===== src/rtl/encoder_pkg.sv =====
// Shared types and helpers for the encoder position counter.
//   accel_state_t : acceleration FSM state (SLOW / FAST)
//   DIR_CW/DIR_CCW: encoding of pulse direction (1 = clockwise)
//   calc_span     : number of legal positions in [min_val, max_val]
package encoder_pkg;

  typedef enum logic [0:0] {
    SLOW = 1'b0,
    FAST = 1'b1
  } accel_state_t;

  localparam logic DIR_CW  = 1'b1;
  localparam logic DIR_CCW = 1'b0;

  function automatic int unsigned calc_span(input int unsigned min_val,
                                            input int unsigned max_val);
    return max_val - min_val + 1;
  endfunction

endpackage


===== src/rtl/encoder_position_counter_accel_timer.sv =====
// Acceleration timer: gap counter between accepted pulses plus SLOW/FAST FSM.
// Ports:
//   clk, reset   : clock, synchronous active-high reset
//   pulse_valid  : an accepted (single-direction, non-load) detent pulse
//   pulse_dir    : direction of that pulse (1 = cw)
//   clear        : load in progress; forces SLOW and saturates the gap
//   fast_next    : FSM state that takes effect on this edge (sizes the step)
//   fast         : FSM currently in FAST
//   dir_last     : direction of the last accepted pulse
module accel_timer
  import encoder_pkg::*;
#(
  parameter int unsigned ACCEL_WINDOW = 5_000_000
) (
  input  logic clk,
  input  logic reset,
  input  logic pulse_valid,
  input  logic pulse_dir,
  input  logic clear,
  output logic fast_next,
  output logic fast,
  output logic dir_last
);

  localparam int unsigned    GAP_W   = $clog2(ACCEL_WINDOW + 1);
  localparam logic [GAP_W-1:0] GAP_MAX = GAP_W'(ACCEL_WINDOW);

  logic [GAP_W-1:0] gap;
  logic [GAP_W-1:0] gap_next;
  accel_state_t     state;
  accel_state_t     state_next;

  always_comb begin
    gap_next   = gap;
    state_next = state;
    if (clear) begin
      gap_next   = GAP_MAX;
      state_next = SLOW;
    end else if (pulse_valid) begin
      gap_next   = '0;
      state_next = ((gap < GAP_MAX) && (pulse_dir == dir_last)) ? FAST : SLOW;
    end else begin
      if (gap != GAP_MAX) begin
        gap_next = gap + 1'b1;
      end
      // Idle long enough to leave the fast window: drop back on the edge the
      // counter saturates.
      if (gap_next == GAP_MAX) begin
        state_next = SLOW;
      end
    end
  end

  assign fast_next = (state_next == FAST);
  assign fast      = (state == FAST);

  always_ff @(posedge clk) begin
    if (reset) begin
      gap      <= GAP_MAX;
      state    <= SLOW;
      dir_last <= DIR_CW;
    end else begin
      gap   <= gap_next;
      state <= state_next;
      if (pulse_valid && !clear) begin
        dir_last <= pulse_dir;
      end
    end
  end

endmodule


===== src/rtl/encoder_position_counter.sv =====
// Bounded position counter driven by quadrature detent pulses.
// Ports:
//   clk, reset       : clock, synchronous active-high reset
//   cw_pulse         : one-cycle clockwise detent pulse
//   ccw_pulse        : one-cycle counter-clockwise detent pulse
//   load, load_value : synchronous load (value clamped into range)
//   position         : registered position in [MIN_VAL, MAX_VAL]
//   changed          : one-cycle strobe when position took a new value
//   at_min, at_max   : position sits on a limit
//   dir_last         : direction of last accepted pulse (1 = cw)
//   fast             : acceleration FSM is in FAST
module encoder_position_counter
  import encoder_pkg::*;
#(
  parameter int unsigned WIDTH        = 8,
  parameter int unsigned MIN_VAL      = 0,
  parameter int unsigned MAX_VAL      = 99,
  parameter int unsigned WRAP         = 1,
  parameter int unsigned ACCEL_WINDOW = 5_000_000,
  parameter int unsigned ACCEL_STEP   = 5
) (
  input  logic             clk,
  input  logic             reset,
  input  logic             cw_pulse,
  input  logic             ccw_pulse,
  input  logic             load,
  input  logic [WIDTH-1:0] load_value,
  output logic [WIDTH-1:0] position,
  output logic             changed,
  output logic             at_min,
  output logic             at_max,
  output logic             dir_last,
  output logic             fast
);

  localparam int unsigned SPAN = calc_span(MIN_VAL, MAX_VAL);

  localparam logic [WIDTH-1:0]        MIN_W  = WIDTH'(MIN_VAL);
  localparam logic [WIDTH-1:0]        MAX_W  = WIDTH'(MAX_VAL);
  localparam logic [WIDTH-1:0]        STEP_W = WIDTH'(ACCEL_STEP);
  localparam logic signed [WIDTH+1:0] MIN_X  = (WIDTH+2)'(MIN_VAL);
  localparam logic signed [WIDTH+1:0] MAX_X  = (WIDTH+2)'(MAX_VAL);
  localparam logic signed [WIDTH+1:0] SPAN_X = (WIDTH+2)'(SPAN);

  logic                    pulse_accepted;
  logic                    pulse_valid;
  logic                    pulse_dir;
  logic                    fast_next;
  logic [WIDTH-1:0]        step;
  logic signed [WIDTH+1:0] pos_x;
  logic signed [WIDTH+1:0] step_x;
  logic signed [WIDTH+1:0] sum_x;
  logic signed [WIDTH+1:0] lim_x;
  logic signed [WIDTH+1:0] ld_x;
  logic signed [WIDTH+1:0] ld_lim_x;
  logic [WIDTH-1:0]        next_pos;

  // Both directions at once is treated as noise; load drops any pulse.
  assign pulse_accepted = cw_pulse ^ ccw_pulse;
  assign pulse_valid    = pulse_accepted && !load;
  assign pulse_dir      = cw_pulse ? DIR_CW : DIR_CCW;

  accel_timer #(
    .ACCEL_WINDOW (ACCEL_WINDOW)
  ) u_accel_timer (
    .clk         (clk),
    .reset       (reset),
    .pulse_valid (pulse_valid),
    .pulse_dir   (pulse_dir),
    .clear       (load),
    .fast_next   (fast_next),
    .fast        (fast),
    .dir_last    (dir_last)
  );

  // Two guard bits keep both the overflow above MAX and the underflow below
  // zero representable, so the limit check sees the true result.
  always_comb begin
    step   = fast_next ? STEP_W : WIDTH'(1);
    pos_x  = signed'({2'b00, position});
    step_x = signed'({2'b00, step});
    sum_x  = (pulse_dir == DIR_CW) ? (pos_x + step_x) : (pos_x - step_x);

    lim_x = sum_x;
    if (WRAP != 0) begin
      if (sum_x > MAX_X) begin
        lim_x = sum_x - SPAN_X;
      end else if (sum_x < MIN_X) begin
        lim_x = sum_x + SPAN_X;
      end
    end else begin
      if (sum_x > MAX_X) begin
        lim_x = MAX_X;
      end else if (sum_x < MIN_X) begin
        lim_x = MIN_X;
      end
    end

    ld_x     = signed'({2'b00, load_value});
    ld_lim_x = ld_x;
    if (ld_x > MAX_X) begin
      ld_lim_x = MAX_X;
    end else if (ld_x < MIN_X) begin
      ld_lim_x = MIN_X;
    end

    next_pos = position;
    if (load) begin
      next_pos = ld_lim_x[WIDTH-1:0];
    end else if (pulse_valid) begin
      next_pos = lim_x[WIDTH-1:0];
    end
  end

  always_ff @(posedge clk) begin
    if (reset) begin
      position <= MIN_W;
      changed  <= 1'b0;
      at_min   <= 1'b1;
      at_max   <= 1'b0;
    end else begin
      position <= next_pos;
      changed  <= (next_pos != position);
      at_min   <= (next_pos == MIN_W);
      at_max   <= (next_pos == MAX_W);
    end
  end

endmodule


===== config.mk =====
export PLATFORM = sky130hd
export DESIGN_NAME = encoder_position_counter
export DESIGN_NICKNAME = d
export VERILOG_FILES = /design/src/rtl/encoder_pkg.sv /design/src/rtl/encoder_position_counter_accel_timer.sv /design/src/rtl/encoder_position_counter.sv
export SDC_FILE = /design/constraint.sdc
export NUM_CORES = 1
export LEC_CHECK = 0
export BUFFER_PORTS_ARGS = -buffer_cell sky130_fd_sc_hd__buf_2
export CORE_MARGIN = 2
export CORE_UTILIZATION = 60
export CTS_BUF_LIST = sky130_fd_sc_hd__clkbuf_16
export CTS_CLUSTER_SIZE = 30
export DETAILED_ROUTE_END_ITERATION = 8
export GPL_TIMING_DRIVEN = 0
export PLACE_DENSITY = 0.8
export SLEW_MARGIN = 20
export SYNTH_ARGS = -nofsm -noshare
export SYNTH_HDL_FRONTEND = slang
export SYNTH_SLANG_ARGS = --single-unit

===== constraint.sdc =====
create_clock -name clk -period 6.23 [get_ports clk]
set_input_delay 0.9345 -clock clk [delete_from_list [all_inputs] [get_ports clk]]
set_output_delay 0.9345 -clock clk [all_outputs]
set_load 0.02 [all_outputs]

# Yosys cells after proc, flatten, opt, wreduce, memory -nomap -nowiden

Index checks and enable logic that the tools add are counted.

Reductions and logical operators: 7
Equal/unequal tests: 5
$lt $le $gt $ge: 4
Multiplexer cells: 16
$add $sub $neg: 5
Bitwise operators: 1

Operators with widths:

| kind                                                            | number |
|---|---|
| two-way mux 23 bit                                              | 4 |
| two-way mux 8 bit                                               | 5 |
| adder 23 x 1 -> 23 bit (second input constant)                  | 1 |
| == test 23 bit (second input constant)                          | 1 |
| < comparator 23 bit (second input constant)                     | 1 |
| inequality test 23 bit (second input constant)                  | 1 |
| greater-than comparator 10 x 8 -> 1 bit (second input constant) | 1 |
| < comparator 10 x 1 -> 1 bit (second input constant)            | 1 |
| two-way mux 10 bit                                              | 1 |
| adder 8 x 3 -> 9 bit                                            | 1 |
| subtractor 8 x 3 -> 9 bit                                       | 1 |
| adder 8 bit (second input constant)                             | 1 |
| == test 8 x 7 -> 1 bit (second input constant)                  | 1 |
| greater-than comparator 8 x 7 -> 1 bit (second input constant)  | 1 |
| zero test 8 bit                                                 | 1 |
| inequality test 8 bit                                           | 1 |
| subtractor 8 bit (second input constant)                        | 1 |
| two-way mux 1 bit                                               | 5 |
| logical AND 1 bit                                               | 3 |
| two-way mux 3 bit                                               | 1 |
| OR reduction 3 bit                                              | 1 |
| OR reduction 2 bit                                              | 1 |
| == test 1 bit                                                   | 1 |
| zero test 1 bit                                                 | 1 |
| bitwise XOR 1 bit                                               | 1 |

Input port bits: 13
Output and inout bits: 13
Register bits after elaboration: 36
Word-level logic and storage cells: 46

# Depth between registers and ports, before layout

Depth after elaboration: 17
Depth in mapped cells: 22
Depth with buffers taken out: 22

# By module

A second synthesis with hierarchy kept.

Cells, all modules: 378
Area total of the unflattened synthesis: 2936.6 sq um

Modules (own cells, without submodules):

| module                   | instances | area each (sq um) | cells an instance |
|---|---|---|---|
| accel_timer              | 1         | 1587.8            | 200 |
| encoder_position_counter | 1         | 1348.8            | 178 |

# Least setup slack after synthesis

No wires, ideal clock.

Path type: input to register
Start: in ccw_pulse
End: reg at_max
Setup time: 0.088 ns
Data required time: 6.142 ns
Slack: 1.358 ns
Stages on the path: 19
Arrival: 4.784 ns
Cells stage by stage: clkbuf_1 -> xnor2_1 -> nor2_1 -> clkbuf_1 -> nor2_1 -> a31o_2 -> ha_1 -> and3b_1 -> nor2_1 -> a21o_1 -> xnor2_1 -> ha_1 -> a31oi_1 -> a21oi_2 -> o21a_1 -> a211oi_1 -> mux2i_1 -> nand4_1 -> nor4_2

Longest elaborated chain between the ends: 13
Elaborated cells between the ends (all ways): 17
Classes of those cells: add/sub: 4; order compare: 2; eq/ne: 1; mux: 8; bitwise: 1; reduce/logical: 1

Ends and longest elaborated chain:

| element                                                                  | line                                       | source |
|---|---|---|
| start: declaration                                                       | encoder_position_counter.sv:25             | `input logic ccw_pulse,` |
| bitwise XOR 1 bit (*)                                                    | encoder_position_counter.sv:59             | `assign pulse_accepted = cw_pulse ^ ccw_pulse;` |
| logical AND 1 bit (*)                                                    | encoder_position_counter.sv:60             | `assign pulse_valid = pulse_accepted && !load;` |
| two-way mux 1 bit                                                        | encoder_position_counter_accel_timer.sv:39 | `end else if (pulse_valid) begin` |
| two-way mux 1 bit                                                        | encoder_position_counter_accel_timer.sv:36 | `if (clear) begin` |
| two-way mux 3 bit                                                        | encoder_position_counter.sv:79             | `step = fast_next ? STEP_W : WIDTH'(1);` |
| subtractor 8 x 3 -> 9 bit / adder 8 x 3 -> 9 bit (equally long branches) | encoder_position_counter.sv:82             | `sum_x = (pulse_dir == DIR_CW) ? (pos_x + step_x) : (pos_x - step_x);` |
| two-way mux 10 bit                                                       | encoder_position_counter.sv:82             |  |
| adder 8 bit / < comparator 10 x 1 -> 1 bit (equally long branches)       | -                                          |  |
| two-way mux 8 bit                                                        | encoder_position_counter.sv:88             | `end else if (sum_x < MIN_X) begin` |
| two-way mux 8 bit                                                        | encoder_position_counter.sv:86             | `if (sum_x > MAX_X) begin` |
| two-way mux 8 bit (*)                                                    | encoder_position_counter.sv:110            | `end else if (pulse_valid) begin` |
| two-way mux 8 bit (*)                                                    | encoder_position_counter.sv:108            | `if (load) begin` |
| == test 8 x 7 -> 1 bit (*)                                               | encoder_position_counter.sv:125            | `at_max <= (next_pos == MAX_W);` |
| end signal: assignment                                                   | encoder_position_counter.sv:125            |  |
| end: declaration                                                         | encoder_position_counter.sv:31             | `output logic at_max,` |

Every way passes the cells marked *; elsewhere a longest branch is shown, timed or not.
A chain may end at the register's enable or synchronous reset.

# Final worst setup path

Start: in cw_pulse
End: reg at_max

Longest elaborated chain between the ends: 15
Elaborated cells between the ends (all ways): 21
Classes of those cells: add/sub: 4; order compare: 2; eq/ne: 2; mux: 10; bitwise: 1; reduce/logical: 2

Ends and longest elaborated chain:

| element                                                                  | line                                       | source |
|---|---|---|
| start: declaration                                                       | encoder_position_counter.sv:24             | `input logic cw_pulse,` |
| two-way mux 1 bit                                                        | encoder_position_counter.sv:61             | `assign pulse_dir = cw_pulse ? DIR_CW : DIR_CCW;` |
| == test 1 bit                                                            | encoder_position_counter_accel_timer.sv:41 | `state_next = ((gap < GAP_MAX) && (pulse_dir == dir_last)) ? FAST : SLOW;` |
| logical AND 1 bit                                                        | encoder_position_counter_accel_timer.sv:41 |  |
| two-way mux 1 bit                                                        | encoder_position_counter_accel_timer.sv:41 |  |
| two-way mux 1 bit                                                        | encoder_position_counter_accel_timer.sv:39 |  |
| two-way mux 1 bit                                                        | encoder_position_counter_accel_timer.sv:36 |  |
| two-way mux 3 bit                                                        | encoder_position_counter.sv:79             |  |
| subtractor 8 x 3 -> 9 bit / adder 8 x 3 -> 9 bit (equally long branches) | encoder_position_counter.sv:82             |  |
| two-way mux 10 bit                                                       | encoder_position_counter.sv:82             |  |
| adder 8 bit / < comparator 10 x 1 -> 1 bit (equally long branches)       | -                                          |  |
| two-way mux 8 bit                                                        | encoder_position_counter.sv:88             |  |
| two-way mux 8 bit                                                        | encoder_position_counter.sv:86             |  |
| two-way mux 8 bit (*)                                                    | encoder_position_counter.sv:110            |  |
| two-way mux 8 bit (*)                                                    | encoder_position_counter.sv:108            |  |
| == test 8 x 7 -> 1 bit (*)                                               | encoder_position_counter.sv:125            |  |

Marked as above.

==> Implementation_results.wiki <==
{| class="wikitable"
! Metric !! Value
|-
| Final setup viols || 0
|-
| Status || complete, no violations
|-
| Clock period minus final worst setup slack || 5.75 ns
|-
| Layout area overhead || 12.4%
|-
| WL per Instance || 15.3 um
|-
| Number of warning messages in the yosys log || 0
|-
| Wire length of the first global-routing pass || roughly 12000 um
|-
| Die span in x || 72.8 um
|-
| Fraction of registers with async set or reset after synthesis || 0%
|-
| Setup Skew || ~0.0038 ns
|-
| Type of element capturing the critical path || flip-flop
|-
| Die outline area || around 0.0053 mm^2
|-
| Post-route clock period utilization || approximately 92%
|-
| Cts-stage hold buffer count || 0
|-
| Estimated wirelength of the detail-placed design || approximately 5400 um
|-
| Number of nets in the synthesized netlist || 393
|-
| Sum of internal, switching and leakage power || between 800 and 900 uW
|-
| Pins Over Slew Limit || 0
|-
| Final WL || ~7000 um
|-
| Number of buffers created by CTS || 5
|-
| Num Clock Sinks || 36
|-
| Fraction of final layout cells sized beyond drive strength 1 || between 10% and 20%
|-
| Total cell area at the placement stage || around 0.0030 mm^2
|-
| Worst EP required || 6.42 ns
|-
| Initial antenna violation count || 0
|-
| Area of the multi-input gates || roughly 0.0020 mm^2
|-
| Maximum number of pins on one net before global-route repair || 12
|-
| Setup repair after global routing missed its margin || false
|-
| Starting DRT DRC Count || around 230
|-
| Crit path setup slack, layout || ~0.48 ns
|-
| Cell chosen for the clock root || clkbuf_16
|-
| Min-delay worst type || reg -> reg
|-
| Total DRC errors in the routed layout || 0
|-
| Synth top area share || approximately a quarter
|-
| Maximum VDD drop || roughly 0.00017 V
|-
| CP Max Fanout || 10
|-
| Cts repair resizes || 0
|-
| Count of antenna diodes in the layout || 0
|-
| Number of nets at the end of the flow || between 400 and 500
|-
| Post-synthesis sequential area ratio || between 20% and 30%
|-
| Global router's overall resource usage || between 20 and 30%
|-
| Vias in the first global route || about 2500
|-
| Summed instance area of the synthesized netlist || 0.00284 mm^2
|-
| Standby leakage power || about 0.0013 uW
|-
| Port Buffer Count || 24
|-
| Nature of the critical path startpoint || input pin
|-
| Clk slew on worst S/H paths || 0.05 ns
|-
| Library cell with the largest summed area after synthesis || dfxtp_1
|-
| Flip-flop and latch area || just over 700 um^2
|-
| Starting utilization of the core area || around 61%
|-
| Setup total negative slack || 0 ns
|-
| Actual slew at the worst max-slew pin || between 0.6 and 0.7 ns
|-
| Primary FF master, synth || dfxtp_1
|-
| Remaining max-slew budget at the tightest pin || 53.8%
|-
| Top achievable clock speed || between 150 and 200 MHz
|-
| Min-Delay Path Depth || 2
|-
| Top cells by count, synth || nor2_1 (48), dfxtp_1 (36), nand2_1 (32)
|-
| DP Worst Slack || roughly 0.26 ns
|-
| Area of the core || roughly 0.0046 mm^2
|-
| Detailed Routing Iterations Pass 1 || 5
|-
| Via total after detailed routing || around 2800
|-
| Via-per-instance ratio || 6.08
|-
| Final Cell Area || 0.00319 mm^2
|-
| Count of nets left with antenna violations after detail routing || 0
|-
| Standard-cell row count || 25
|-
| Number of unique standard cell types used by synthesis || 67
|-
| RePlAce Congestion || roughly 0.9
|-
| Fill cells || between 300 and 400
|-
| Pwr dens || between 200 and 300 mW/mm^2
|-
| Level count of the clock H-tree || 2
|-
| Flop and latch count out of synthesis || 36
|-
| Largest cells by area after synthesis || dfxtp_1 (25%), nor2_1 (6.4%), xor2_1 (5.6%)
|-
| Total count of hold-check failures in the final report || 0
|-
| Die Height || between 70 and 80 um
|-
| Top-level I/O count || 26
|-
| Worst setup path category || in -> reg
|-
| Clock Latency Late Sink || between 0.2 and 0.3 ns
|-
| Residual overflow from global routing || 0
|-
| WP data arrival || 5.95 ns
|-
| Mean instance size in the synthesized netlist || 7.65 um^2
|-
| Clock tree from TritonCTS || built
|-
| Number of standard cells after synthesis || about 370
|-
| Most repeated cell in the gate-level netlist after synthesis || nor2_1
|-
| Post CTS Setup Buffer Count || 0
|-
| Final-layout worst hold slack || 0.538 ns
|-
| Number of violations of the max-capacitance limit || 0
|-
| Number of flops mapped to enable cells by yosys || 0
|-
| Worst reg2reg path depth || 22
|-
| Clock tree buffer depth || 2
|}
through the flow:
step	utilization, %	std cells
2_1_floorplan	-	371
3_3_place_gp	65.3	449
3_5_place_dp	65.3	449
4_1_cts	68.9	457
5_1_grt	68.9	457
6_report	68.9	457
cells in the final DEF, fill, tap and decap left out, types with 7 or more instances in the layout:
cell      count
nand3_1      17
clkbuf_1     14
mux2i_1      10
nand4_1       9
nand2_1      32
ha_1          9
xor2_1       18
o21ai_0      24
inv_1        13
or3_1         7
dfxtp_1      36
a21oi_1      18
nor3_1       12
xnor2_1      16
buf_2        27
nor2_1       48
registers in the layout, indices dropped and copies added (netlist names):
register,flops
u_accel_timer.dir_last,1
position,8
u_accel_timer.gap,23
u_accel_timer.fast,1
changed,1
at_max,1
at_min,1
cells by family after synthesis:
logic type      synth area share [%]
simple gates                    32.1
flops                           25.4
buf+inv                         4.68
xor+xnor                        10.5
mux                             3.53
compound gates                  19.8
fa+ha+maj                       3.97
metal layers:
| metal | track usage [%] | vias up | wire length [um] |
|---|---|---|---|
| li1 | - | 1390 | - |
| met1 | 33.3 | 1300 | 2960 |
| met2 | 51.1 | 79 | 3630 |
| met3 | 4.28 | 11 | 307 |
| met4 | 7.61 | 0 | 108 |
| met5 | 0 | - | 0 |
power by group:
group	total [uW]	leakage [uW]	switching [uW]	internal [uW]
Sequential	260	0.000294	15.1	245
Combinational	356	0.000899	215	140
Clock	279	0.0000850	92.8	186
cell type report:
type	count	share of cell area, %
repair buffers	24	3.77
well taps	54	2.12
multi-input cells	303	62.2
plain buffers	20	2.75
inverters	12	1.41
flip-flops and latches	36	22.6
clock inverters	3	1.22
clock buffers	5	3.92
worst paths after layout:
path / to / startpoint / slack [ns]
hold reg to reg: u_accel_timer.gap[5] / u_accel_timer.gap[5] / 0.54
setup reg to reg: at_max / u_accel_timer.gap[6] / 0.54
hold / removal: u_accel_timer.gap[5] / u_accel_timer.gap[5] / 0.54
setup / recovery: at_max / cw_pulse / 0.48
worst max-delay path, stage by stage:
cell and delay, ns:
buf_2 0.15, buf_2 0.27, xnor2_1 0.27, nor2_1 0.57, clkbuf_1 0.37, nor2_1 0.09, a31o_2 0.23, ha_1 0.35
and3b_1 0.30, nor2_1 0.07, a21o_1 0.20, xnor2_1 0.19, ha_1 0.28, a31oi_1 0.20, a21oi_2 0.10, o21a_1 0.22
a211oi_1 0.38, mux2i_1 0.32, nand4_1 0.16, nor4_2 0.28
No activity file was read; power rests on OpenSTA's default activity.
